**config.mk**
```make
export PLATFORM = sky130hd
export DESIGN_NAME = vga_controller
export DESIGN_NICKNAME = d
export VERILOG_FILES = /design/src/rtl/vga_controller.sv
export SDC_FILE = /design/constraint.sdc
export NUM_CORES = 1
export LEC_CHECK = 0
export ABC_CLOCK_PERIOD_IN_PS = 5950
export BUFFER_PORTS_ARGS = -buffer_cell sky130_fd_sc_hd__buf_2
export CORE_ASPECT_RATIO = 0.9
export CORE_MARGIN = 4
export CORE_UTILIZATION = 45
export DETAILED_ROUTE_END_ITERATION = 16
export HOLD_SLACK_MARGIN = 0.06
export PLACE_DENSITY = 0.69
export SETUP_SLACK_MARGIN = 0.5
export SYNTH_ARGS = -nofsm -noshare
export SYNTH_HDL_FRONTEND = slang
export SYNTH_SLANG_ARGS = --single-unit
```
**constraint.sdc**
```tcl
create_clock -name CLOCK_25 -period 5.95 [get_ports CLOCK_25]
set_clock_uncertainty 0.05 [all_clocks]
set_input_delay 1.19 -clock CLOCK_25 [delete_from_list [all_inputs] [get_ports CLOCK_25]]
set_output_delay 1.19 -clock CLOCK_25 [all_outputs]
set_load 0.05 [all_outputs]
```
**src/rtl/vga_controller.sv**
```systemverilog
`default_nettype none
// ============================================================================
// vga_controller: 640x480@60 raster timing, colour capture/blanking, frame tick.
// Optional frame counter: VGA_FRAME_COUNT_EN.  Rev 1.0
// ============================================================================
module vga_controller #(
  parameter int H_ACTIVE      = 640,
  parameter int H_FP          = 16,
  parameter int H_SYNC        = 96,
  parameter int H_BP          = 48,
  parameter int V_ACTIVE      = 480,
  parameter int V_FP          = 10,
  parameter int V_SYNC        = 2,
  parameter int V_BP          = 33,
  parameter int COLOR_LATENCY = 0
) (
  input  logic        CLOCK_25,
  input  logic        RESET,
  output logic [11:0] x,
  output logic [11:0] y,
  output logic        active,
  input  logic [2:0]  color,
  output logic        VGA_R,
  output logic        VGA_G,
  output logic        VGA_B,
  output logic        VGA_HS,
  output logic        VGA_VS,
  output logic        frame_tick
`ifdef VGA_FRAME_COUNT_EN
  ,
  output logic [15:0] frame_count
`endif
);

  localparam int H_TOTAL = H_ACTIVE + H_FP + H_SYNC + H_BP;
  localparam int V_TOTAL = V_ACTIVE + V_FP + V_SYNC + V_BP;

  localparam logic [11:0] c_H_LAST     = 12'(H_TOTAL - 1);
  localparam logic [11:0] c_V_LAST     = 12'(V_TOTAL - 1);
  localparam logic [11:0] c_H_ACT      = 12'(H_ACTIVE);
  localparam logic [11:0] c_V_ACT      = 12'(V_ACTIVE);
  localparam logic [11:0] c_HS_START   = 12'(H_ACTIVE + H_FP);
  localparam logic [11:0] c_HS_END     = 12'(H_ACTIVE + H_FP + H_SYNC - 1);
  localparam logic [11:0] c_VS_START   = 12'(V_ACTIVE + V_FP);
  localparam logic [11:0] c_VS_END     = 12'(V_ACTIVE + V_FP + V_SYNC - 1);
  localparam logic [11:0] c_V_TICK_PRE = 12'(V_ACTIVE - 1);

  logic [11:0] r_hc;
  logic [11:0] r_vc;
  logic        w_h_wrap;
  logic        w_v_wrap;
  logic        w_active;
  logic        w_hs_raw;
  logic        w_vs_raw;
  logic        w_tick_next;
  logic        w_act_d;
  logic        w_hs_d;
  logic        w_vs_d;

  assign w_h_wrap = (r_hc == c_H_LAST);
  assign w_v_wrap = (r_vc == c_V_LAST);

  always_ff @(posedge CLOCK_25 or posedge RESET) begin
    if (RESET) begin
      r_hc <= '0;
      r_vc <= '0;
    end else if (w_h_wrap) begin
      r_hc <= '0;
      r_vc <= w_v_wrap ? 12'd0 : r_vc + 12'd1;
    end else begin
      r_hc <= r_hc + 12'd1;
    end
  end

  assign x        = r_hc;
  assign y        = r_vc;
  assign w_active = (r_hc < c_H_ACT) && (r_vc < c_V_ACT);
  assign active   = w_active;
  assign w_hs_raw = !((r_hc >= c_HS_START) && (r_hc <= c_HS_END));
  assign w_vs_raw = !((r_vc >= c_VS_START) && (r_vc <= c_VS_END));

  // Tick is registered on the edge that moves the counters to (0, V_ACTIVE).
  assign w_tick_next = w_h_wrap && (r_vc == c_V_TICK_PRE);

  generate
    if (COLOR_LATENCY == 0) begin : g_no_delay
      assign w_act_d = w_active;
      assign w_hs_d  = w_hs_raw;
      assign w_vs_d  = w_vs_raw;
    end else begin : g_delay
      logic [COLOR_LATENCY-1:0] r_act_pipe;
      logic [COLOR_LATENCY-1:0] r_hs_pipe;
      logic [COLOR_LATENCY-1:0] r_vs_pipe;

      always_ff @(posedge CLOCK_25 or posedge RESET) begin
        if (RESET) begin
          r_act_pipe <= '0;
          r_hs_pipe  <= '1;
          r_vs_pipe  <= '1;
        end else begin
          r_act_pipe[0] <= w_active;
          r_hs_pipe[0]  <= w_hs_raw;
          r_vs_pipe[0]  <= w_vs_raw;
          for (int i = 1; i < COLOR_LATENCY; i++) begin
            r_act_pipe[i] <= r_act_pipe[i-1];
            r_hs_pipe[i]  <= r_hs_pipe[i-1];
            r_vs_pipe[i]  <= r_vs_pipe[i-1];
          end
        end
      end

      assign w_act_d = r_act_pipe[COLOR_LATENCY-1];
      assign w_hs_d  = r_hs_pipe[COLOR_LATENCY-1];
      assign w_vs_d  = r_vs_pipe[COLOR_LATENCY-1];
    end
  endgenerate

  // Masking with delayed-active keeps don't-care blanking colour off the pins.
  always_ff @(posedge CLOCK_25 or posedge RESET) begin
    if (RESET) begin
      VGA_R      <= 1'b0;
      VGA_G      <= 1'b0;
      VGA_B      <= 1'b0;
      VGA_HS     <= 1'b1;
      VGA_VS     <= 1'b1;
      frame_tick <= 1'b0;
    end else begin
      VGA_R      <= color[2] & w_act_d;
      VGA_G      <= color[1] & w_act_d;
      VGA_B      <= color[0] & w_act_d;
      VGA_HS     <= w_hs_d;
      VGA_VS     <= w_vs_d;
      frame_tick <= w_tick_next;
    end
  end

`ifdef VGA_FRAME_COUNT_EN
  logic [15:0] r_frame_count;

  always_ff @(posedge CLOCK_25 or posedge RESET) begin
    if (RESET) begin
      r_frame_count <= '0;
    end else if (w_tick_next) begin
      r_frame_count <= r_frame_count + 16'd1;
    end
  end

  assign frame_count = r_frame_count;
`endif

endmodule
`default_nettype wire
```
==> reports/results.tsv, run 1 <==
metric	value	unit
status	finished, final reports clean	
internal reg-to-reg setup slack	3.33	ns
area share of the largest cell type after synthesis	47.1	%
final weighted congestion of routability-driven global placement	0.893	
worst min-delay path category	register to register	
synthesis-to-layout area growth	18.7	%
most repeated cell in the gate-level netlist after synthesis	dfrtp_1	
library cells used by synthesis	36	
static leakage	0.000854	µW
number of sinks driven by the clock tree	30	
required time of the critical path	4.71	ns
Final Setup Violations	0	
global-route wire length before repair	5600	µm
number of instances in the synthesized netlist	142	
Placement Rows	19	
Final Hold Vio Count	0	
setup TNS after final layout	0	ns
WHS Path Cells	1	
I/O pin total	36	
drt pass-1 iters	4	
number of buffers added to fix hold violations after cts	0	
worst vdd ir	0.0838	mV
TritonCTS clock tree	yes	
kind of capture point of the worst setup path	primary output	
MaxCap Viol Count	0	
Clk pin slew, worst setup/hold paths	0.06	ns
number of port buffers	35	
start point of the worst hold path	x[11]$_DFF_PP0_	
cell area after synthesis	1490	µm²
fmax	332	MHz
Chip Height	62.5	µm
Net Count, Synth	151	
# resized after CTS	0	
Crit. Startpoint	y[9]$_DFFE_PP0N_	
Final Critical Period	3.01	ns
fraction of met1 tracks used by global routing	23.4	%
worst slack, placed	3.27	ns
GR Util met2	24.7	%
aggregate routed wire length	3360	µm
power per unit of standard cell area	210	nW/µm²
drc violations	0	
setup repair after global routing missed its margin	no	
DR iter-0 viols	99	
maximum number of pins on one net before global-route repair	31	
leading cell types by total area after synthesis	dfrtp_1, dfstp_2, xnor2_1	
final-stage net count	189	
Initial Util	47.7	%
largest driver fanout on the critical path	7	
relative max-transition margin	24.7	%
data arrival at the endpoint of the critical path	1.77	ns
GRT Max-Usage Layer	met2	
sequential element share of the synthesized area	50.7	%
H-tree Lvls	2	
routed wirelength normalized by instance count	15.1	µm
dpl hpwl	2400	µm
commonest cells in the synthesized netlist	dfrtp_1, nand2_1, nor3_1, nand3_1, o21ai_1	
number of cells on the worst reg-to-reg path	5	
cell type contributing the most total cell area after synthesis	dfrtp_1	
Final Max Tran Viols	0	
global routing usage summed across all routing layers	17.4	%
Via Count	1255	
transition time at the pin with the least slew margin	1.12	ns
Chip Width	68.6	µm
launching point of the worst reg2reg path	x[0]$_DFF_PP0_	
Critical Setup Path Class	register to primary output	
YS warnings	0	
fraction of registers with async set or reset after synthesis	100	%
total CTS buffers	5	
antenna violation net count after detailed routing	0	
Fill cells	277	
detailed-route vias per instance	5.63	
buffers from clock root to sink, at most	2	
number of antenna violations at the first check in global routing	0	
Post-CTS Setup Repair Bufs	0	
area of the die	4290	µm²
terminating pin of the worst hold path	x[11]$_DFF_PP0_	
final worst slack	2.94	ns
Core Footprint	3110	µm²
average size of a mapped cell	10.5	µm²
ratio of cells with drive above 1 in the final layout	26.5	%
final worst path period share	50.6	%
total global routing overflow	0	
Worst Setup Start Kind	register	
antenna cells	0	
number of global-route vias before repair	1182	
total of flip-flops plus latches after synthesis	30	
reg-to-reg endpoint	y[4]$_DFFE_PP0N_	
number of enable-type register cells in the synthesized netlist	0	
insertion delay to the later sink of the worst-skew pair	0.28	ns
GRT met3 Usage	7.19	%
buffer type at the clock tree root	clkbuf_8	
predominant post-synthesis flop cell	dfrtp_1	
per-stage QoR:
stage | std cells | hold WS (ns) | area, µm² | util [%] | power [µW]
6_report | 223 | 0.440 | 1760 | 56.6 | 370
5_1_grt | 223 | 0.458 | 1760 | 56.6 | 384
4_1_cts | 223 | 0.442 | 1760 | 56.6 | 374
3_5_place_dp | 215 | 0.428 | 1680 | 54.1 | 220
3_3_place_gp | 215 | 0.425 | 1680 | 54.1 | 220
2_1_floorplan | 142 | 0.723 | 1490 | - | 217
cell families (layout without fill, tap and decap cells):
family                     after synthesis  count (layout)  synth area share, %
adders and majority gates                4               4                 3.37
and+or+nand+nor                         66              66                 26.9
DFF                                     30              30                 50.7
AOI/OAI and AO/OA                       21              21                 9.01
buffers and inverters                   10              49                 3.53
xor gates and xnor gates                11              11                 6.48
worst max-delay path, stage by stage (launching register included):
cell and delay [ns]:
dfrtp_1 0.44, nor3_1 0.34, nand2_1 0.08, nor3_1 0.29, buf_2 0.33
power by group:
| group | internal [µW] | switching [µW] | total, µW |
|---|---|---|---|
| clock network | 82.9 | 71.6 | 154 |
| logic | 2.13 | 8.43 | 10.6 |
| registers | 205 | 0.233 | 205 |
layer usage:
layer,vias up,wire length (µm)
met5,-,0
met3,6,305
met4,0,53
li1,586,-
met1,600,1520
met2,63,1480
sequential cells by signal (all words and copies together) (netlist names):
signal / flops
VGA_B: 1
VGA_G: 1
VGA_HS: 1
VGA_R: 1
VGA_VS: 1
frame_tick: 1
x: 12
y: 12
placed cells by master (no fill, tap or decap), drive strengths merged:
cell type and count:
nand3 9, nand2b 3, nor4 2, buf 35, and2 5, a22o 4
xnor2 6, or4b 1, nor3 10, inv 6, o31ai 2, or2 2
xor2 5, clkbuf 8, nor2 7, nor4bb 1, o2bb2ai 1, a21o 1
nand4 5, ha 4, nand2 10, and4 4, or4 1, or3 2
a21oi 1, a31oi 2, and3 2, dfstp 2, o21ai 10, or3b 1
nor2b 1, dfrtp 28
area by class of cell:
cell class / instances / area (µm²) / share of cell area [%]
Timing Repair Buffer: 35 / 175 / 9.93
Sequential cell: 30 / 753 / 42.7
Inverter: 6 / 22.5 / 1.28
Clock buffer: 8 / 80.1 / 4.54
Tap cell: 42 / 52.6 / 2.98
Multi-Input combinational cell: 102 / 681 / 38.6
how the worst max path moves through the flow:
stage | endpoint | slack [ns] | depth (start not counted)
detailed placement | active | 3.27 | 4
global placement | active | 3.34 | 4
finish | active | 2.94 | 4
floorplan | active | 2.54 | 2
global route | active | 2.78 | 4
CTS | active | 2.95 | 4
Note: power is estimated with default switching activity, not from simulation.
==> run 2: changes to the inputs <==
--- a/config.mk
+++ b/config.mk
@@ -5,14 +5,15 @@
 export SDC_FILE = /design/constraint.sdc
 export NUM_CORES = 1
 export LEC_CHECK = 0
-export ABC_CLOCK_PERIOD_IN_PS = 5950
+export ABC_AREA = 1
+export ABC_CLOCK_PERIOD_IN_PS = 2900
 export BUFFER_PORTS_ARGS = -buffer_cell sky130_fd_sc_hd__buf_2
 export CORE_ASPECT_RATIO = 0.9
 export CORE_MARGIN = 4
 export CORE_UTILIZATION = 45
 export DETAILED_ROUTE_END_ITERATION = 16
 export HOLD_SLACK_MARGIN = 0.06
-export PLACE_DENSITY = 0.69
+export PLACE_DENSITY = 0.68
 export SETUP_SLACK_MARGIN = 0.5
 export SYNTH_ARGS = -nofsm -noshare
 export SYNTH_HDL_FRONTEND = slang
==> constraint.sdc (replaced) <==
create_clock -name CLOCK_25 -period 2.9 [get_ports CLOCK_25]
set_clock_uncertainty 0.05 [all_clocks]
set_input_delay 0.58 -clock CLOCK_25 [delete_from_list [all_inputs] [get_ports CLOCK_25]]
set_output_delay 0.58 -clock CLOCK_25 [all_outputs]
set_load 0.05 [all_outputs]
==> run 2 against run 1 <==
Hold slack got worse by 0.13 ns. Core utilization increased by 0.21 points. Critical path depth is 2 higher. Via count is 22% higher. First-iteration DRC count down 28%. Cell count up 39%. Largest cell class is now multi-input combinational cells. Largest power group unchanged.
==> reports/results.tsv, run 2 <==
metric	value	unit	change
commonest non-fill, non-tap cell in the layout	nand2_1		was buf_2
number of instances in the synthesized netlist	225		was 142
maximum number of pins on one net before global-route repair	31		unchanged
required time of the critical path	2.27	ns	was 4.71 ns
commonest cells in the synthesized netlist	nand2_1, inv_1, nor2_1, dfrtp_1, nand3_1		was dfrtp_1, nand2_1, nor3_1, nand3_1, o21ai_1
fraction of registers with async set or reset after synthesis	100	%	unchanged
global routing usage summed across all routing layers	16.8	%	was 17.4%
Chip Width	72.6	µm	was 68.6 µm
TritonCTS clock tree	yes		unchanged
Final Critical Period	2.24	ns	
kind of capture point of the worst setup path	primary output		unchanged
Chip Height	66.1	µm	was 62.5 µm
buffers from clock root to sink, at most	2		unchanged
total global routing overflow	0		unchanged
Initial Util	48.2	%	was 47.7%
synthesis-to-layout area growth	17.8	%	was 18.7%
library cells used by synthesis	25		was 36
combinational family with the most area after synthesis	simple AND/OR/NAND/NOR gates		unchanged
DR iter-0 viols	71		was 99
cell total after placement	302		was 215
Final Util	56.9	%	was 56.6%
Post-Synth XOR/XNOR Area	4.66	%	was 6.48%
final-stage net count	274		was 189
leading cell types by total area after synthesis	dfrtp_1, nand2_1, inv_1		was dfrtp_1, dfstp_2, xnor2_1
number of sinks driven by the clock tree	30		unchanged
fmax	446	MHz	
setup repair after global routing missed its margin	no		unchanged
routed wirelength normalized by instance count	12.1	µm	was 15.1 µm
cell area after synthesis	1690	µm²	was 1490 µm²
data arrival at the endpoint of the critical path	1.61	ns	was 1.77 ns
final weighted congestion of routability-driven global placement	0.870		was 0.893
setup TNS after final layout	0	ns	unchanged
average size of a mapped cell	7.51	µm²	was 10.5 µm²
antenna violation net count after detailed routing	0		unchanged
number of antenna violations at the first check in global routing	0		unchanged
number of global-route vias before repair	1333		was 1182
most repeated cell in the gate-level netlist after synthesis	nand2_1		was dfrtp_1
buffer type at the clock tree root	clkbuf_8		unchanged
worst vdd ir	0.258	mV	was 0.0838 mV
predominant post-synthesis flop cell	dfrtp_1		unchanged
H-tree Lvls	2		unchanged
antenna cells	0		unchanged
most frequent cells in the layout	nand2_1, inv_1, buf_2, nor2_1, dfrtp_1		was buf_2, dfrtp_1, nand2_1, nor3_1, nand3_1
power per unit of standard cell area	383	nW/µm²	was 210 nW/µm²
overall power consumption	763	µW	was 370 µW
synthesized-area fraction occupied by adder cells	2.96	%	was 3.37%
global-route wire length before repair	6160	µm	was 5600 µm
dpl hpwl	2770	µm	was 2400 µm
worst min-delay path category	input port to asynchronous set/reset pin		was register to register
MaxCap Viol Count	0		unchanged
Via Count	1537		was 1255
total of flip-flops plus latches after synthesis	30		unchanged
cell type contributing the most total cell area after synthesis	dfrtp_1		unchanged
drt pass-1 iters	4		unchanged
Placement Rows	20		was 19
sequential element share of the synthesized area	44.6	%	was 50.7%
YS warnings	0		unchanged
aggregate routed wire length	3750	µm	was 3360 µm
worst slack, placed	0.972	ns	was 3.27 ns
Final Max Tran Viols	0		unchanged
insertion delay to the later sink of the worst-skew pair	0.28	ns	about the same
Fill cells	342		was 277
number of buffers added to fix hold violations after cts	0		unchanged
area of the die	4800	µm²	was 4290 µm²
Critical Setup Path Class	register to primary output		unchanged
Final Setup Violations	0		unchanged
transition time at the pin with the least slew margin	0.376	ns	was 1.12 ns
multiplexer area fraction after synthesis	0	%	unchanged
area share of the largest cell type after synthesis	41.5	%	was 47.1%
status	finished, final reports clean		unchanged
basic-gate share of the synthesized area counting and, or, nand and nor cells	33.0	%	was 26.9%
number of enable-type register cells in the synthesized netlist	0		unchanged
detailed-route vias per instance	4.96		was 5.63
largest driver fanout on the critical path	6		was 7
final worst path period share	77.3	%	
static leakage	0.00109	µW	was 0.000854 µW
Final Hold Vio Count	0		unchanged
Core Footprint	3500	µm²	was 3110 µm²
ratio of cells with drive above 1 in the final layout	20.7	%	was 26.5%
drc violations	0		unchanged
number of port buffers	35		unchanged
relative max-transition margin	74.9	%	was 24.7%
I/O pin total	36		unchanged
Clk pin slew, worst setup/hold paths	0.07	ns	was 0.06 ns
Worst Setup Start Kind	register		unchanged
total CTS buffers	5		unchanged
Net Count, Synth	234		was 151
count of placed standard cells in the final layout, fillers left out	310		was 223
compound-cell area share of the yosys netlist	4.52	%	was 9.01%
final worst slack	0.659	ns	was 2.94 ns
==> run 2: cell families (layout without fill, tap and decap cells) <==
group	after synthesis	count (layout)
AOI/OAI and AO/OA	14	14
adders and majority gates	4	4
xor gates and xnor gates	9	9
and+or+nand+nor	125	125
DFF	30	30
buffers and inverters	43	84
==> run 2: final timing paths <==
check | startpoint | end | slack (ns) | cells after the start
setup / recovery | x[8]$_DFF_PP0_ | active | 0.66 | 6
hold / removal | RESET | x[5]$_DFF_PP0_ | 0.31 | 3
setup reg to reg | x[0]$_DFF_PP0_ | y[4]$_DFFE_PP0N_ | 1.09 | 8
hold reg to reg | x[0]$_DFF_PP0_ | x[0]$_DFF_PP0_ | 0.46 | 1
max in group asynchronous | RESET | VGA_VS$_DFF_PP1_ | 2.18 | 3
min in group CLOCK_25 | color[1] | VGA_G$_DFF_PP0_ | 0.46 | 3
==> run 2: cell type report <==
| type | instances | area, µm² | area share [%] |
|---|---|---|---|
| multi-input cells | 152 | 768 | 38.6 |
| flip-flops and latches | 30 | 753 | 37.8 |
| repair buffers | 36 | 183 | 9.17 |
| inverters | 40 | 150 | 7.54 |
| clock buffers | 6 | 72.6 | 3.64 |
| well taps | 44 | 55.1 | 2.76 |
| clock inverters | 2 | 10.0 | 0.503 |
==> run 2: critical path, stage by stage, from the launching register on <==
cell     delay (ns)
dfrtp_1        0.42
nand2_1        0.19
nand2_1        0.07
nor3_1         0.13
nand3_1        0.18
inv_1          0.08
buf_2          0.25
==> run 2: timing repair <==
action | 4_1_cts | 5_1_grt
setup buffers | 0 | 0
endpoints found under the hold margin | 0 | 0
setup endpoints to repair | 0 | 1
gates resized for setup | 0 | 1
==> run 2: metal layers <==
metal,share of wire [%],up-vias,GRT usage (%)
li1,-,788,-
met1,49,707,22.6
met2,43,37,25.1
met3,5.8,5,5.02
met4,1.4,0,6.91
met5,0,-,0
==> run 2: power breakdown <==
part | total, µW | internal, µW | switching (µW)
logic | 23.1 | 5.17 | 18.0
clock network | 319 | 166 | 153
registers | 421 | 421 | 0.389
total | 763 | 592 | 171
==> run 2: through the flow <==
step	area, µm²	hold slack (ns)
floorplan	1690	0.619
global placement	1900	0.455
detailed placement	1900	0.458
CTS	1990	0.325
global route	1990	0.345
finish	1990	0.310
